## src/rtl/seg_scan_tx_pkg.sv

```systemverilog
`default_nettype none
// +----------------------------------------------------------------------+
// | seg_scan_tx_pkg                                                      |
// | Shared constants and hex-to-segment encoding for the digit scanner.  |
// | Revision: 1.0                                                        |
// +----------------------------------------------------------------------+
package seg_scan_tx_pkg;

  localparam int         NUM_DIGITS = 8;
  localparam logic [7:0] SEG_BLANK  = 8'hFF;
  localparam logic [7:0] SEL_NONE   = 8'hFF;

  // Active-low g..a patterns, entry 15 first down to entry 0.
  localparam logic [15:0][6:0] HEX_SEG = {
    7'h0E, 7'h06, 7'h21, 7'h46, 7'h03, 7'h08, 7'h10, 7'h00,
    7'h78, 7'h02, 7'h12, 7'h19, 7'h30, 7'h24, 7'h79, 7'h40
  };

  function automatic logic [7:0] seg7_code(input logic [3:0] nib, input logic dp);
    return {~dp, HEX_SEG[nib]};
  endfunction

endpackage
`default_nettype wire

```

## src/rtl/seg_scan_tx_hex_to_seg7.sv

```systemverilog
`default_nettype none
// +----------------------------------------------------------------------+
// | hex_to_seg7                                                          |
// | Combinational nibble + decimal point to active-low 8-bit code.       |
// | Revision: 1.0                                                        |
// +----------------------------------------------------------------------+
module hex_to_seg7
  import seg_scan_tx_pkg::*;
(
  input  logic [3:0] nibble_i,
  input  logic       dp_i,
  output logic [7:0] seg_o
);

  assign seg_o = seg7_code(nibble_i, dp_i);

endmodule
`default_nettype wire

```

## src/rtl/seg_scan_tx.sv

```systemverilog
`default_nettype none
// +----------------------------------------------------------------------+
// | seg_scan_tx                                                          |
// | Double-buffered 8-digit multiplexed seven-segment scanner.           |
// | Revision: 1.0                                                        |
// +----------------------------------------------------------------------+
module seg_scan_tx
  import seg_scan_tx_pkg::*;
#(
  parameter int CLK_DIV  = 100000,
  parameter bit BLANK_LZ = 1'b1
) (
  input  logic        clk,
  input  logic        rst,
  input  logic [31:0] disp_data_i,
  input  logic [7:0]  disp_dp_i,
  input  logic        disp_load_i,
  input  logic        disp_en_i,
  output logic [7:0]  o_seg_o,
  output logic [7:0]  o_sel_o,
  output logic        frame_done_o
);

  localparam int CNT_W = (CLK_DIV > 1) ? $clog2(CLK_DIV) : 1;
  localparam int IDX_W = $clog2(NUM_DIGITS);
  localparam logic [CNT_W-1:0] CNT_LAST = CNT_W'(CLK_DIV - 1);
  localparam logic [IDX_W-1:0] IDX_LAST = IDX_W'(NUM_DIGITS - 1);

  logic [CNT_W-1:0] cnt_q, cnt_d;
  logic [IDX_W-1:0] idx_q, idx_d;
  logic [31:0]      act_data_q, act_data_d;
  logic [7:0]       act_dp_q, act_dp_d;
  logic [31:0]      pend_data_q, pend_data_d;
  logic [7:0]       pend_dp_q, pend_dp_d;
  logic             pend_valid_q, pend_valid_d;
  logic [7:0]       seg_q, seg_d;
  logic [7:0]       sel_q, sel_d;

  logic             slot_end;
  logic             frame_end;
  logic [7:0]       blank_mask;
  logic             zero_above;
  logic [3:0]       cur_nib;
  logic             cur_dp;
  logic [7:0]       cur_seg;

  assign cur_nib = act_data_q[{idx_q, 2'b00} +: 4];
  assign cur_dp  = act_dp_q[idx_q];

  hex_to_seg7 u_hex_to_seg7 (
    .nibble_i (cur_nib),
    .dp_i     (cur_dp),
    .seg_o    (cur_seg)
  );

  // Digit i blanks when it and every higher nibble are zero; digit 0 always shows.
  always_comb begin
    blank_mask = '0;
    zero_above = 1'b1;
    for (int i = NUM_DIGITS - 1; i > 0; i--) begin
      zero_above    = zero_above & (act_data_q[4*i +: 4] == 4'h0);
      blank_mask[i] = BLANK_LZ & zero_above;
    end
  end

  always_comb begin
    cnt_d        = cnt_q;
    idx_d        = idx_q;
    act_data_d   = act_data_q;
    act_dp_d     = act_dp_q;
    pend_data_d  = pend_data_q;
    pend_dp_d    = pend_dp_q;
    pend_valid_d = pend_valid_q;
    seg_d        = SEG_BLANK;
    sel_d        = SEL_NONE;
    slot_end     = (cnt_q == CNT_LAST);
    frame_end    = disp_en_i & slot_end & (idx_q == IDX_LAST);

    if (disp_en_i) begin
      if (slot_end) begin
        cnt_d = '0;
        idx_d = idx_q + IDX_W'(1);
      end else begin
        cnt_d = cnt_q + CNT_W'(1);
      end
      sel_d = ~(8'b1 << idx_q);
      seg_d = blank_mask[idx_q] ? {~cur_dp, 7'h7F} : cur_seg;
    end else begin
      cnt_d = '0;
      idx_d = '0;
    end

    if (frame_end && pend_valid_q) begin
      act_data_d   = pend_data_q;
      act_dp_d     = pend_dp_q;
      pend_valid_d = 1'b0;
    end

    // With the scan stopped nothing can tear, so a load goes straight live.
    if (disp_load_i) begin
      pend_data_d = disp_data_i;
      pend_dp_d   = disp_dp_i;
      if (disp_en_i) begin
        pend_valid_d = 1'b1;
      end else begin
        act_data_d   = disp_data_i;
        act_dp_d     = disp_dp_i;
        pend_valid_d = 1'b0;
      end
    end
  end

  always_ff @(posedge clk) begin
    if (rst) begin
      cnt_q        <= '0;
      idx_q        <= '0;
      act_data_q   <= '0;
      act_dp_q     <= '0;
      pend_data_q  <= '0;
      pend_dp_q    <= '0;
      pend_valid_q <= 1'b0;
      seg_q        <= SEG_BLANK;
      sel_q        <= SEL_NONE;
    end else begin
      cnt_q        <= cnt_d;
      idx_q        <= idx_d;
      act_data_q   <= act_data_d;
      act_dp_q     <= act_dp_d;
      pend_data_q  <= pend_data_d;
      pend_dp_q    <= pend_dp_d;
      pend_valid_q <= pend_valid_d;
      seg_q        <= seg_d;
      sel_q        <= sel_d;
    end
  end

  assign o_seg_o      = seg_q;
  assign o_sel_o      = sel_q;
  assign frame_done_o = frame_end & ~rst;

endmodule
`default_nettype wire

```

## config.mk

```make
export PLATFORM = sky130hd
export DESIGN_NAME = seg_scan_tx
export DESIGN_NICKNAME = d
export VERILOG_FILES = /design/src/rtl/seg_scan_tx_pkg.sv /design/src/rtl/seg_scan_tx_hex_to_seg7.sv /design/src/rtl/seg_scan_tx.sv
export SDC_FILE = /design/constraint.sdc
export NUM_CORES = 1
export LEC_CHECK = 0
export ABC_AREA = 1
export BUFFER_PORTS_ARGS = -buffer_cell sky130_fd_sc_hd__buf_2
export CORE_MARGIN = 5
export CORE_UTILIZATION = 40
export DETAILED_ROUTE_END_ITERATION = 8
export GPL_TIMING_DRIVEN = 1
export SLEW_MARGIN = 10
export SYNTH_ARGS = -nofsm -noshare
export SYNTH_HDL_FRONTEND = slang
export SYNTH_HIERARCHICAL = 1
export SYNTH_SLANG_ARGS = --single-unit
```

## constraint.sdc

```tcl
create_clock -name clk -period 2.49 [get_ports clk]
set_input_delay 0.1245 -clock clk [delete_from_list [all_inputs] [get_ports clk]]
set_output_delay 0.1245 -clock clk [all_outputs]
set_load 0.05 [all_outputs]
```

# Word-level counts from Yosys, hierarchy flattened
# Memory sizes are Yosys's and may differ from the RTL's. A register that Yosys moved wholly into a read port is not among the register bits.
# Cells that the tools add are included.
# op_classes
add_sub_neg,2
magnitude_cmp,1
n_eq_ne,2
shifts,2
muxes,13
bitwise_logic,13
n_reduce_logical,12
# op_table
operator,count
2-to-1 mux 32 bit,3
indexed part select 32 x 6 -> 4 bit,1
zero test 4 bit,7
2-to-1 mux 8 bit,3
adder 17 x 1 -> 17 bit (second input constant),1
== test 17 bit (second input constant),1
AND 1 bit,9
inverter 8 bit,1
left shift 1 x 3 -> 8 bit (first input constant),1
binary-select mux 1 bit (select 3 bit),2
OR reduction 3 bit,2
2-to-1 mux 1 bit,5
less-than comparator 3 x 4 -> 1 bit (second input constant),1
adder 3 x 1 -> 3 bit (second input constant),1
== test 3 bit (second input constant),1
inverter 1 bit,3
nonzero test 2 bit,1
OR reduction 2 bit,1
logical AND 1 bit,1
# totals
regBits,110
mem_bits_ro,112
wordCells,55
memories,1
# mem_list
memory,words,word_bits,read_ports,rd_ports_with_merged_regs,write_ports,line,text
(name not given),16,7,1,1,0,seg_scan_tx_pkg.sv:20,"return {~dp, HEX_SEG[nib]};"

# Logic depth before layout (Yosys ltp)
# Gate-level depths: netlist (run 1).
# depth
depth_word,10
depth_mapped,15
depth_no_buf,14

# Hierarchy
# Netlist (run 1), hierarchy kept.
# modules_own_cells
mod,n_inst,cells_per_inst,area_each_um2,seq_area_each_um2
seg_scan_tx,1,787,5600.4,2342.2
hex_to_seg7,1,50,277.8,0.0

# Worst setup path after synthesis (run 1)
# No wires, ideal clock.
# synth_timing
path_kind,register to register
startpoint,reg idx_q[0]
endpoint,"reg seg_q[3], in the netlist o_seg_o[3]"
setup_time_ns,0.134
arrival_ns,2.109
required_time_ns,2.356
path_slack_ns,0.247
path_stages_with_launch,14
n_path_buf,2
synth_period_minus_slack_ns,2.243
path_cell_list,dfxtp_1 inv_1 clkbuf_1 buf_2 a211oi_1 nor3_1 a31oi_1 inv_1 ha_1 nand2_1 nand3_1 nand2_1 inv_1 nand2_1
# synth_lines
element,line,text
"start, declared",seg_scan_tx.sv:30,"logic [IDX_W-1:0] idx_q, idx_d;"
"start signal, assigned",seg_scan_tx.sv:126,idx_q <= idx_d;
indexed part select 32 x 6 -> 4 bit,seg_scan_tx.sv:47,"assign cur_nib = act_data_q[{idx_q, 2'b00} +: 4];"
net cur_nib[0],seg_scan_tx.sv:43,logic [3:0] cur_nib;
"end signal, assigned",seg_scan_tx.sv:132,seg_q <= seg_d;
"end, declared",seg_scan_tx.sv:36,"logic [7:0] seg_q, seg_d;"
# The timed path passes the listed nets, and every way through them passes these cells. The select of a mux whose other input is x is not followed.
# A chain may end at the register's enable or synchronous reset.

# Final worst setup path (run 1)
# layout_timing
startpoint,reg idx_q[1]
endpoint,out frame_done_o
# layout_between
elab_chain_len,3
# layout_rtl
element,line,text
== test 3 bit,seg_scan_tx.sv:77,frame_end = disp_en_i & slot_end & (idx_q == IDX_LAST);
AND 1 bit,seg_scan_tx.sv:77,
AND 1 bit,seg_scan_tx.sv:139,assign frame_done_o = frame_end & ~rst;
"end, declared",seg_scan_tx.sv:21,output logic frame_done_o
# Every way passes these cells.

==> impl_metrics.env, run 1 <==
export IMPL_status="finished, final reports clean"
export IMPL_fin_tns_setup_ns=0
export IMPL_syn_inst=837
export IMPL_grt_overflow=0
export IMPL_rsz0062_at_grt="false"
export IMPL_dp_hpwl_mm=9.54
export IMPL_num_antenna_cells=0
export IMPL_placementRows=44
export IMPL_cts_sinks=117
export IMPL_grt_use_total=0.172
export IMPL_slew_headroom=0.541
export IMPL_post_route_period_util=0.944
export IMPL_grt_max_degree=84
export IMPL_grt_pass1_vias=5126
export IMPL_drt_iter0_markers=338
export IMPL_io_pins=61
export IMPL_htree_levels=4
export IMPL_p_per_area_nw_per_um2=666
export IMPL_dieHeight_um=131
export IMPL_drtAntennaViolNets=0
export IMPL_area_growth_pct=23.8
export IMPL_ys_warnings_count=6
export IMPL_max_freq_mhz=426
export IMPL_n_fill_cell=1438
export IMPL_place_congestion=0.836
export IMPL_place_area_um2=6280
export IMPL_drive_gt1_frac=0.138
export IMPL_critPathMaxFanout=42
export IMPL_synth_area_um2=5880
export IMPL_worstPathArrival_ns=2.23
export IMPL_coreArea_um2=14500
export IMPL_die_area_um2=17200
export IMPL_min_period_ns=2.35
export IMPL_reg2reg_slack_ns=0.28
export IMPL_slew_viol_final=0
export IMPL_yosysTopAreaCell="dfxtp_1"
export IMPL_setup_viol=0
export IMPL_cts_path_max_buffers=2
export IMPL_worst_setup_hold_path_clk_slew_ns=0.05
export IMPL_die_w_um=131
export IMPL_cts_made_buffers=17
export IMPL_crit_path_end_kind="output pin"
export IMPL_seq_area_frac_synth=0.398
export IMPL_crit_required_ns=2.37
export IMPL_fin_cells=1113
export IMPL_grt_pass1_wl_mm=24.9
export IMPL_min_path_type="input pin to flop"
export IMPL_wl_mm=15.1
export IMPL_synth_edff_count=0
export IMPL_numPortBuffers=60
export IMPL_nets=975
export IMPL_fin_skew_ns=0.00772
export IMPL_maxCapViolCount=0
export IMPL_synth_area_leaders="dfxtp_1 40%, nand2_1 9.5%, inv_1 8.4%, nand3_1 5.8%, nor2_1 5.7%"
export IMPL_syn_mean_instance_area_um2=7.02
export IMPL_cts_tree="done"
export IMPL_worstSetupStartpointType="flop"
export IMPL_post_synth_num_cell_types=31
export IMPL_antenna_found_initial=0
export IMPL_via_per_inst=4.91
export IMPL_dp_cells=1043
export IMPL_num_vias=5462
export IMPL_yosysTopAreaCellShare=0.398
export IMPL_wl_per_cell_um=13.5
export IMPL_leakagePower_nw=3.40
export IMPL_hold_violations=0
export IMPL_synthArstFlopShare=0
export IMPL_start_util=0.406
export IMPL_fin_area_um2=7280
export IMPL_synth_nets=895
export IMPL_clk_latency_ns=0.42
export IMPL_clockRootBuffer="clkbuf_16"
export IMPL_vdd_drop_max_mv=0.486
export IMPL_worstMarginPinSlew_ns=0.689
export IMPL_ys_ff_latch=117
export IMPL_synth_flop_cell="dfxtp_1"
export IMPL_drc_errors=0
export IMPL_drt_pass1_iterations=5
export IMPL_crit_type="flop to output pin"
-- worst paths after layout --
check | start | endpoint | depth (start not counted)
worst max-delay path | idx_q[1]$_SDFFE_PP0N_ | frame_done_o | 8
worst min-delay path | disp_data_i[31] | pend_data_q[31]$_SDFFE_PP0P_ | 3
worst max register to register | idx_q[1]$_SDFFE_PP0N_ | o_seg_o[3]$_SDFF_PP1_ | 12
worst min register to register | cnt_q[0]$_SDFF_PP0_ | cnt_q[0]$_SDFF_PP0_ | 1
-- sequential cells by signal, indices dropped and copies added (netlist names) --
signal        cells
act_data_q       32
act_dp_q          8
cnt_q            17
idx_q             3
o_seg_o           8
o_sel_o           8
pend_data_q      32
pend_dp_q         8
pend_valid_q      1
-- cell families (layout without fill, tap and decap cells) --
family,after synthesis,in the layout,share of synthesized area
adder cells (fa/ha/maj),14,14,0.0298
XOR/XNOR,10,10,0.0149
flip-flops,117,117,0.398
buffers and inverters,198,290,0.141
AND/OR/NAND/NOR,364,364,0.275
AO/OA/AOI/OAI,134,134,0.141
-- report_power, final --
group	internal, W	switching (W)
logic	0.000208	0.000315
clock network	0.00146	0.000831
registers	0.00198	0.0000561
total	0.00364	0.00120
-- cell type report --
class                           instances  area (µm²)  area share
Sequential cell                       117        2340       0.322
Timing Repair Buffer                  119         908       0.125
Multi-Input combinational cell        522        2710       0.372
Clock buffer                           22         484      0.0666
Clock inverter                          9        77.6      0.0107
Inverter                              140         526      0.0722
Tap cell                              184         230      0.0316
-- timing repair --
item                                    4_1_cts  5_1_grt
pin swaps                                     0        1
gates resized for setup                       4        5
buffers inserted                              0        1
endpoints found under the hold margin        37        0
endpoints found under the setup margin        1        1
cloned                                        0        1
hold buffers                                 37        0
-- layout by cell type, fill, tap and decap left out, types with 5 or more instances in the layout --
master / instances
nand2_1: 148
inv_1: 131
dfxtp_1: 116
nor2_1: 89
nand3_1: 68
buf_2: 58
nand4_1: 45
a31oi_1: 41
a211oi_1: 38
dlygate4sd3_1: 37
o21ai_0: 31
a21oi_1: 21
clkbuf_16: 18
buf_4: 18
ha_1: 14
xor2_1: 8
inv_2: 7
nor3_1: 6
clkinv_2: 5
-- through the flow --
| stage | setup WS [ns] | total power, W | utilization | hold WS [ns] |
|---|---|---|---|---|
| after CTS | 0.00430 | 0.00491 | 0.499 | 0.0248 |
| after detailed placement | 0.196 | 0.00255 | 0.434 | 0.400 |
| after floorplan | 0.247 | 0.00241 | - | 0.265 |
| after global routing | 0.00668 | 0.00506 | 0.503 | 0.0743 |
| after global placement | 0.282 | 0.00255 | 0.434 | 0.394 |
| final | 0.140 | 0.00485 | 0.503 | 0.0458 |
-- routing by layer --
| metal | track usage | wire (µm) | vias up |
|---|---|---|---|
| met4 | 0.0600 | 280 | 0 |
| met5 | 0 | 0 | - |
| met2 | 0.272 | 6840 | 111 |
| met1 | 0.227 | 7220 | 2430 |
| met3 | 0.0459 | 726 | 24 |
| li1 | - | - | 2897 |
-- critical path, stage by stage, from the launching register on --
cell      delay (ns)
dfxtp_1         0.47
ha_1            0.25
ha_1            0.16
nand2_1         0.05
clkinv_1        0.09
buf_12          0.23
nand2_1         0.10
nor2_1          0.18
clkbuf_4        0.27
-- cells in the mapped netlist, types with 21 or more instances --
| master | instances |
|---|---|
| nand3_1 | 68 |
| clkbuf_1 | 27 |
| o21ai_0 | 31 |
| nor2_1 | 89 |
| nand2_1 | 148 |
| nand4_1 | 45 |
| a31oi_1 | 41 |
| dfxtp_1 | 117 |
| inv_1 | 131 |
| a21oi_1 | 21 |
| a211oi_1 | 38 |
| buf_2 | 21 |
(Power assumes the default switching activity.)
==> inputs of run 2 (changes only) <==
- RECOVER_POWER: default -> 25
==> impl_metrics.env, run 2 (synthesis gave the netlist of run 1 again) <==
export IMPL_slew_viol_final=84
export IMPL_path_depth=8
export IMPL_drc_errors=0
export IMPL_hold_violations=0
export IMPL_slowest_stage="dfxtp_1"
export IMPL_drt_pass1_iterations=5
export IMPL_failed_checks="capacitance limit, slew limit"
export IMPL_worst_setup_hold_path_clk_slew_ns=0.05
export IMPL_fin_tns_setup_ns=0
export IMPL_crit_required_ns=2.37
export IMPL_place_congestion=0.836
export IMPL_drive_gt1_frac=0.137
export IMPL_setup_viol=0
export IMPL_path_cells="ha_1, ha_1, nand2_1, clkinv_1, buf_12, nand2_1, nor2_1, clkbuf_4"
export IMPL_fin_skew_ns=0.00763
export IMPL_dieHeight_um=131
export IMPL_max_freq_mhz=426
export IMPL_crit_path_end_kind="output pin"
export IMPL_max_stage_delay_ns=0.47
export IMPL_die_w_um=131
export IMPL_critPathMaxFanout=42
export IMPL_slew_headroom=-0.0295
export IMPL_crit_type="flop to output pin"
export IMPL_wl_mm=15.0
export IMPL_rr_worst_depth=12
export IMPL_min_path_type="input pin to flop"
export IMPL_grt_use_total=0.172
export IMPL_multi_input_comb_area_um2=2710
export IMPL_final_common_cell="nand2_1"
export IMPL_cts_path_max_buffers=2
export IMPL_clockRootBuffer="clkbuf_16"
export IMPL_num_vias=5473
export IMPL_crit_family="buffers and inverters"
export IMPL_cts_sinks=117
export IMPL_rsz0062_at_grt="false"
export IMPL_place_area_um2=6280
export IMPL_worstMarginPinSlew_ns=1.54
export IMPL_clk_latency_ns=0.42
export IMPL_numPortBuffers=60
export IMPL_drt_iter0_markers=346
export IMPL_coreArea_um2=14500
export IMPL_vdd_drop_max_mv=0.485
export IMPL_hold_depth=3
export IMPL_fin_area_um2=7250
export IMPL_worstSetupStartpointType="flop"
export IMPL_placementRows=44
export IMPL_antenna_found_initial=0
export IMPL_hold_slack_ns=0.0506
export IMPL_die_area_um2=17200
export IMPL_grt_max_degree=84
export IMPL_dp_hpwl_mm=9.54
export IMPL_nets=975
export IMPL_largestRegisters="act_data_q x32, pend_data_q x32, cnt_q x17"
export IMPL_num_antenna_cells=0
export IMPL_wl_per_cell_um=13.5
export IMPL_status="finished with violations"
export IMPL_mostFrequentLayoutCells="148 x nand2_1, 131 x inv_1, 116 x dfxtp_1"
export IMPL_cp_buffers_inverters=3
export IMPL_regArea_um2=2340
export IMPL_leakagePower_nw=3.39
export IMPL_io_pins=61
export IMPL_htree_levels=4
export IMPL_area_growth_pct=23.4
export IMPL_total_power_w=0.00484
export IMPL_p_per_area_nw_per_um2=667
export IMPL_grt_pass1_vias=5126
export IMPL_min_period_ns=2.35
export IMPL_post_route_period_util=0.943
export IMPL_drtAntennaViolNets=0
export IMPL_grt_overflow=0
export IMPL_n_fill_cell=1442
export IMPL_start_util=0.406
export IMPL_via_per_inst=4.92
export IMPL_maxCapViolCount=1
export IMPL_cts_made_buffers=17
export IMPL_cts_tree="done"
export IMPL_worstPathArrival_ns=2.22
export IMPL_grt_pass1_wl_mm=24.9
run 2: changes by cell type in the layout (fill, tap and decap cells not counted):
cell      delta
clkbuf_2     +3
buf_12       -1
buf_2        -1
buf_4        -2
clkbuf_1     +1
run 2: power breakdown:
part	switching [W]	internal, W
sequential	0.0000559	0.00198
combinational	0.000314	0.000207
clock	0.000827	0.00146
total	0.00120	0.00364
run 2: area by class of cell:
cell class / count / share of cell area
multi-input combinational: 522 / 0.373
sequential: 117 / 0.323
timing repair buffer: 119 / 0.122
inverter: 140 / 0.0724
clock buffer: 22 / 0.0667
tap: 184 / 0.0317
clock inverter: 9 / 0.0107
run 2: per-layer routing:
metal / vias to the layer above / track usage / wire length, µm
met5: - / 0 / 0
met4: 0 / 0.0600 / 280
met3: 24 / 0.0459 / 644
met2: 101 / 0.272 / 6900
met1: 2446 / 0.227 / 7180
li1: 2902 / - / -
run 2: tightest hold or removal path: stages:
cell	delay, ns
buf_2	0.09
o21ai_0	0.11
nor2_1	0.10
run 2: path summary, 6_finish.rpt:
path | to | slack [ns] | from
setup reg to reg | o_seg_o[3]$_SDFF_PP1_ | 0.28 | idx_q[1]$_SDFFE_PP0N_
setup / recovery | frame_done_o | 0.14 | idx_q[1]$_SDFFE_PP0N_
hold reg to reg | cnt_q[0]$_SDFF_PP0_ | 0.45 | cnt_q[0]$_SDFF_PP0_
hold / removal | pend_data_q[31]$_SDFFE_PP0P_ | 0.05 | disp_data_i[31]
run 2: through the flow:
step	std cells	utilization	setup WS, ns
finish	1113	0.501	0.143
CTS	1111	0.499	0.00430
global route	1113	0.501	0.00668
detailed placement	1043	0.434	0.196
global placement	1043	0.434	0.282
floorplan	837	-	0.247
run 2: timing repair:
action | 4_1_cts | 5_1_grt
hold buffers | 37 | 0
buffers inserted | 0 | 1
resized for setup | 4 | 5
pin swaps | 0 | 1
endpoints found under the hold margin | 37 | 0
cloned | 0 | 1
endpoints found under the setup margin | 1 | 1
==> inputs of run 3 (changes only) <==
- BUFFER_PORTS_ARGS: -buffer_cell sky130_fd_sc_hd__buf_2 -> default
- DONT_BUFFER_PORTS: default -> 1
- RECOVER_POWER: 25 -> default
- SKIP_LAST_GASP: default -> 1
==> impl_metrics.env, run 3 (synthesis gave the netlist of run 1 again) <==
export IMPL_status="finished, final reports clean"
export IMPL_switchingPower_w=0.00116
export IMPL_num_vias=5343
export IMPL_numPortBuffers=0
export IMPL_rsz0062_at_grt="false"
export IMPL_switching_share=0.242
export IMPL_post_route_period_util=0.909
export IMPL_io_pins=61
export IMPL_min_path_type="input pin to flop"
export IMPL_critPathMaxFanout=23
export IMPL_nets=920
export IMPL_internal_power_w=0.00363
export IMPL_drt_pass1_iterations=4
export IMPL_reg2reg_slack_ns=0.27
export IMPL_final_util=0.484
export IMPL_worstPathArrival_ns=2.14
export IMPL_wl_mm=14.7
export IMPL_dieHeight_um=131
export IMPL_slowest_stage="dfxtp_1"
export IMPL_area_growth_pct=19.2
export IMPL_cts_tree="done"
export IMPL_crit_path_end_kind="output pin"
export IMPL_power_share_combinational=0.096
export IMPL_clockRootBuffer="clkbuf_16"
export IMPL_fin_area_um2=7010
export IMPL_crit_type="flop to output pin"
export IMPL_final_common_cell="nand2_1"
export IMPL_vdd_drop_max_mv=0.474
export IMPL_fin_cells=1058
export IMPL_leakagePower_nw=3.22
export IMPL_via_per_inst=5.05
export IMPL_cp_buffers_inverters=4
export IMPL_htree_levels=4
export IMPL_slew_headroom=0.510
export IMPL_grt_overflow=0
export IMPL_cts_sinks=117
export IMPL_setup_viol=0
export IMPL_worst_slack_ns=0.227
export IMPL_grt_pass1_vias=5054
export IMPL_worstMarginPinSlew_ns=0.734
export IMPL_antenna_found_initial=0
export IMPL_drive_gt1_frac=0.0709
export IMPL_die_w_um=131
export IMPL_slew_viol_final=0
export IMPL_wl_per_cell_um=13.9
export IMPL_critPathMostFrequentCell="buf_4"
export IMPL_grt_pass1_wl_mm=24.9
export IMPL_dp_hpwl_mm=9.58
export IMPL_fin_skew_ns=0.00801
export IMPL_max_freq_mhz=442
export IMPL_drtAntennaViolNets=0
export IMPL_clk_latency_ns=0.42
export IMPL_max_stage_delay_ns=0.34
export IMPL_cts_path_max_buffers=2
export IMPL_drt_iter0_markers=254
export IMPL_cts_made_buffers=17
export IMPL_mostFrequentLayoutCells="148 x nand2_1, 130 x inv_1, 117 x dfxtp_1"
export IMPL_p_per_area_nw_per_um2=684
export IMPL_die_area_um2=17200
export IMPL_grt_max_degree=114
export IMPL_placementRows=44
export IMPL_place_area_um2=5970
export IMPL_dpl_worst_slack_ns=0.264
export IMPL_maxCapViolCount=0
export IMPL_grt_use_total=0.175
export IMPL_path_cells="ha_1, nand3_2, clkinv_1, nand3_1, nor2_4, buf_4, inv_1, nor2_1, buf_4"
export IMPL_drc_errors=0
export IMPL_seqPwrFrac=0.431
export IMPL_coreArea_um2=14500
export IMPL_dp_cells=982
export IMPL_largestRegisters="act_data_q x32, pend_data_q x32, cnt_q x17"
export IMPL_crit_family="buffers and inverters"
export IMPL_hold_violations=0
export IMPL_num_antenna_cells=0
export IMPL_fin_tns_setup_ns=0
export IMPL_place_congestion=0.923
export IMPL_p_clk_frac=0.472
export IMPL_worst_setup_hold_path_clk_slew_ns=0.05
export IMPL_crit_required_ns=2.37
export IMPL_worstSetupStartpointType="flop"
export IMPL_min_period_ns=2.26
export IMPL_start_util=0.406
export IMPL_n_fill_cell=1463
-- run 3: cell types whose count changed in the layout (fill, tap and decap cells not counted), moves of 2 or more --
cell           delta
buf_2            -57
dlygate4sd3_1     +6
clkbuf_1          +4
clkbuf_2          -3
clkinvlp_4        -3
buf_16            +2
clkinv_2          -2
-- run 3: tightest hold or removal path: stages --
cell and delay [ns]:
inv_2 0.03, nor2_1 0.04, buf_4 0.16, nand3_1 0.06
-- run 3: repair_timing --
action,CTS,global route
setup buffers,0,0
hold buffers,45,0
hold endpoints to repair,83,0
gates resized for setup,0,2
setup endpoints to repair,0,3
-- run 3: worst paths after layout --
check	from	endpoint	depth (start not counted)
hold / removal	disp_en_i	o_sel_o[5]$_SDFF_PP1_	4
setup reg to reg	idx_q[0]$_SDFFE_PP0N_	o_seg_o[3]$_SDFF_PP1_	12
setup / recovery	cnt_q[0]$_SDFF_PP0_	frame_done_o	9
hold reg to reg	cnt_q[0]$_SDFF_PP0_	cnt_q[0]$_SDFF_PP0_	1
-- run 3: area by class of cell --
class	count	area (µm²)	area share
Multi-Input combinational cell	522	2710	0.386
Sequential cell	117	2340	0.334
Timing Repair Buffer	64	657	0.0937
Inverter	140	526	0.0750
Clock buffer	27	503	0.0718
Tap cell	184	230	0.0328
Clock inverter	4	45.0	0.00643
-- run 3: power groups by stage --
stage / combinational, W / clock [W] / sequential, W
finish: 0.000461 / 0.00227 / 0.00207
global route: 0.000529 / 0.00243 / 0.00208
CTS: 0.000463 / 0.00232 / 0.00207
detailed placement: 0.000355 / 0 / 0.00211
global placement: 0.000352 / 0 / 0.00210
floorplan: 0.000322 / 0 / 0.00209
-- run 3: layer usage --
| layer | track usage | share of wire | vias up |
|---|---|---|---|
| li1 | - | - | 2790 |
| met1 | 0.223 | 0.47 | 2410 |
| met2 | 0.284 | 0.46 | 114 |
| met3 | 0.0417 | 0.045 | 29 |
| met4 | 0.0704 | 0.020 | 0 |
| met5 | 0 | 0 | - |
-- run 3: through the flow --
step                power (W)  hold WS [ns]
floorplan             0.00241         0.265
global placement      0.00246         0.211
detailed placement    0.00246         0.213
CTS                   0.00485        0.0263
global route          0.00504        0.0616
finish                0.00479        0.0453
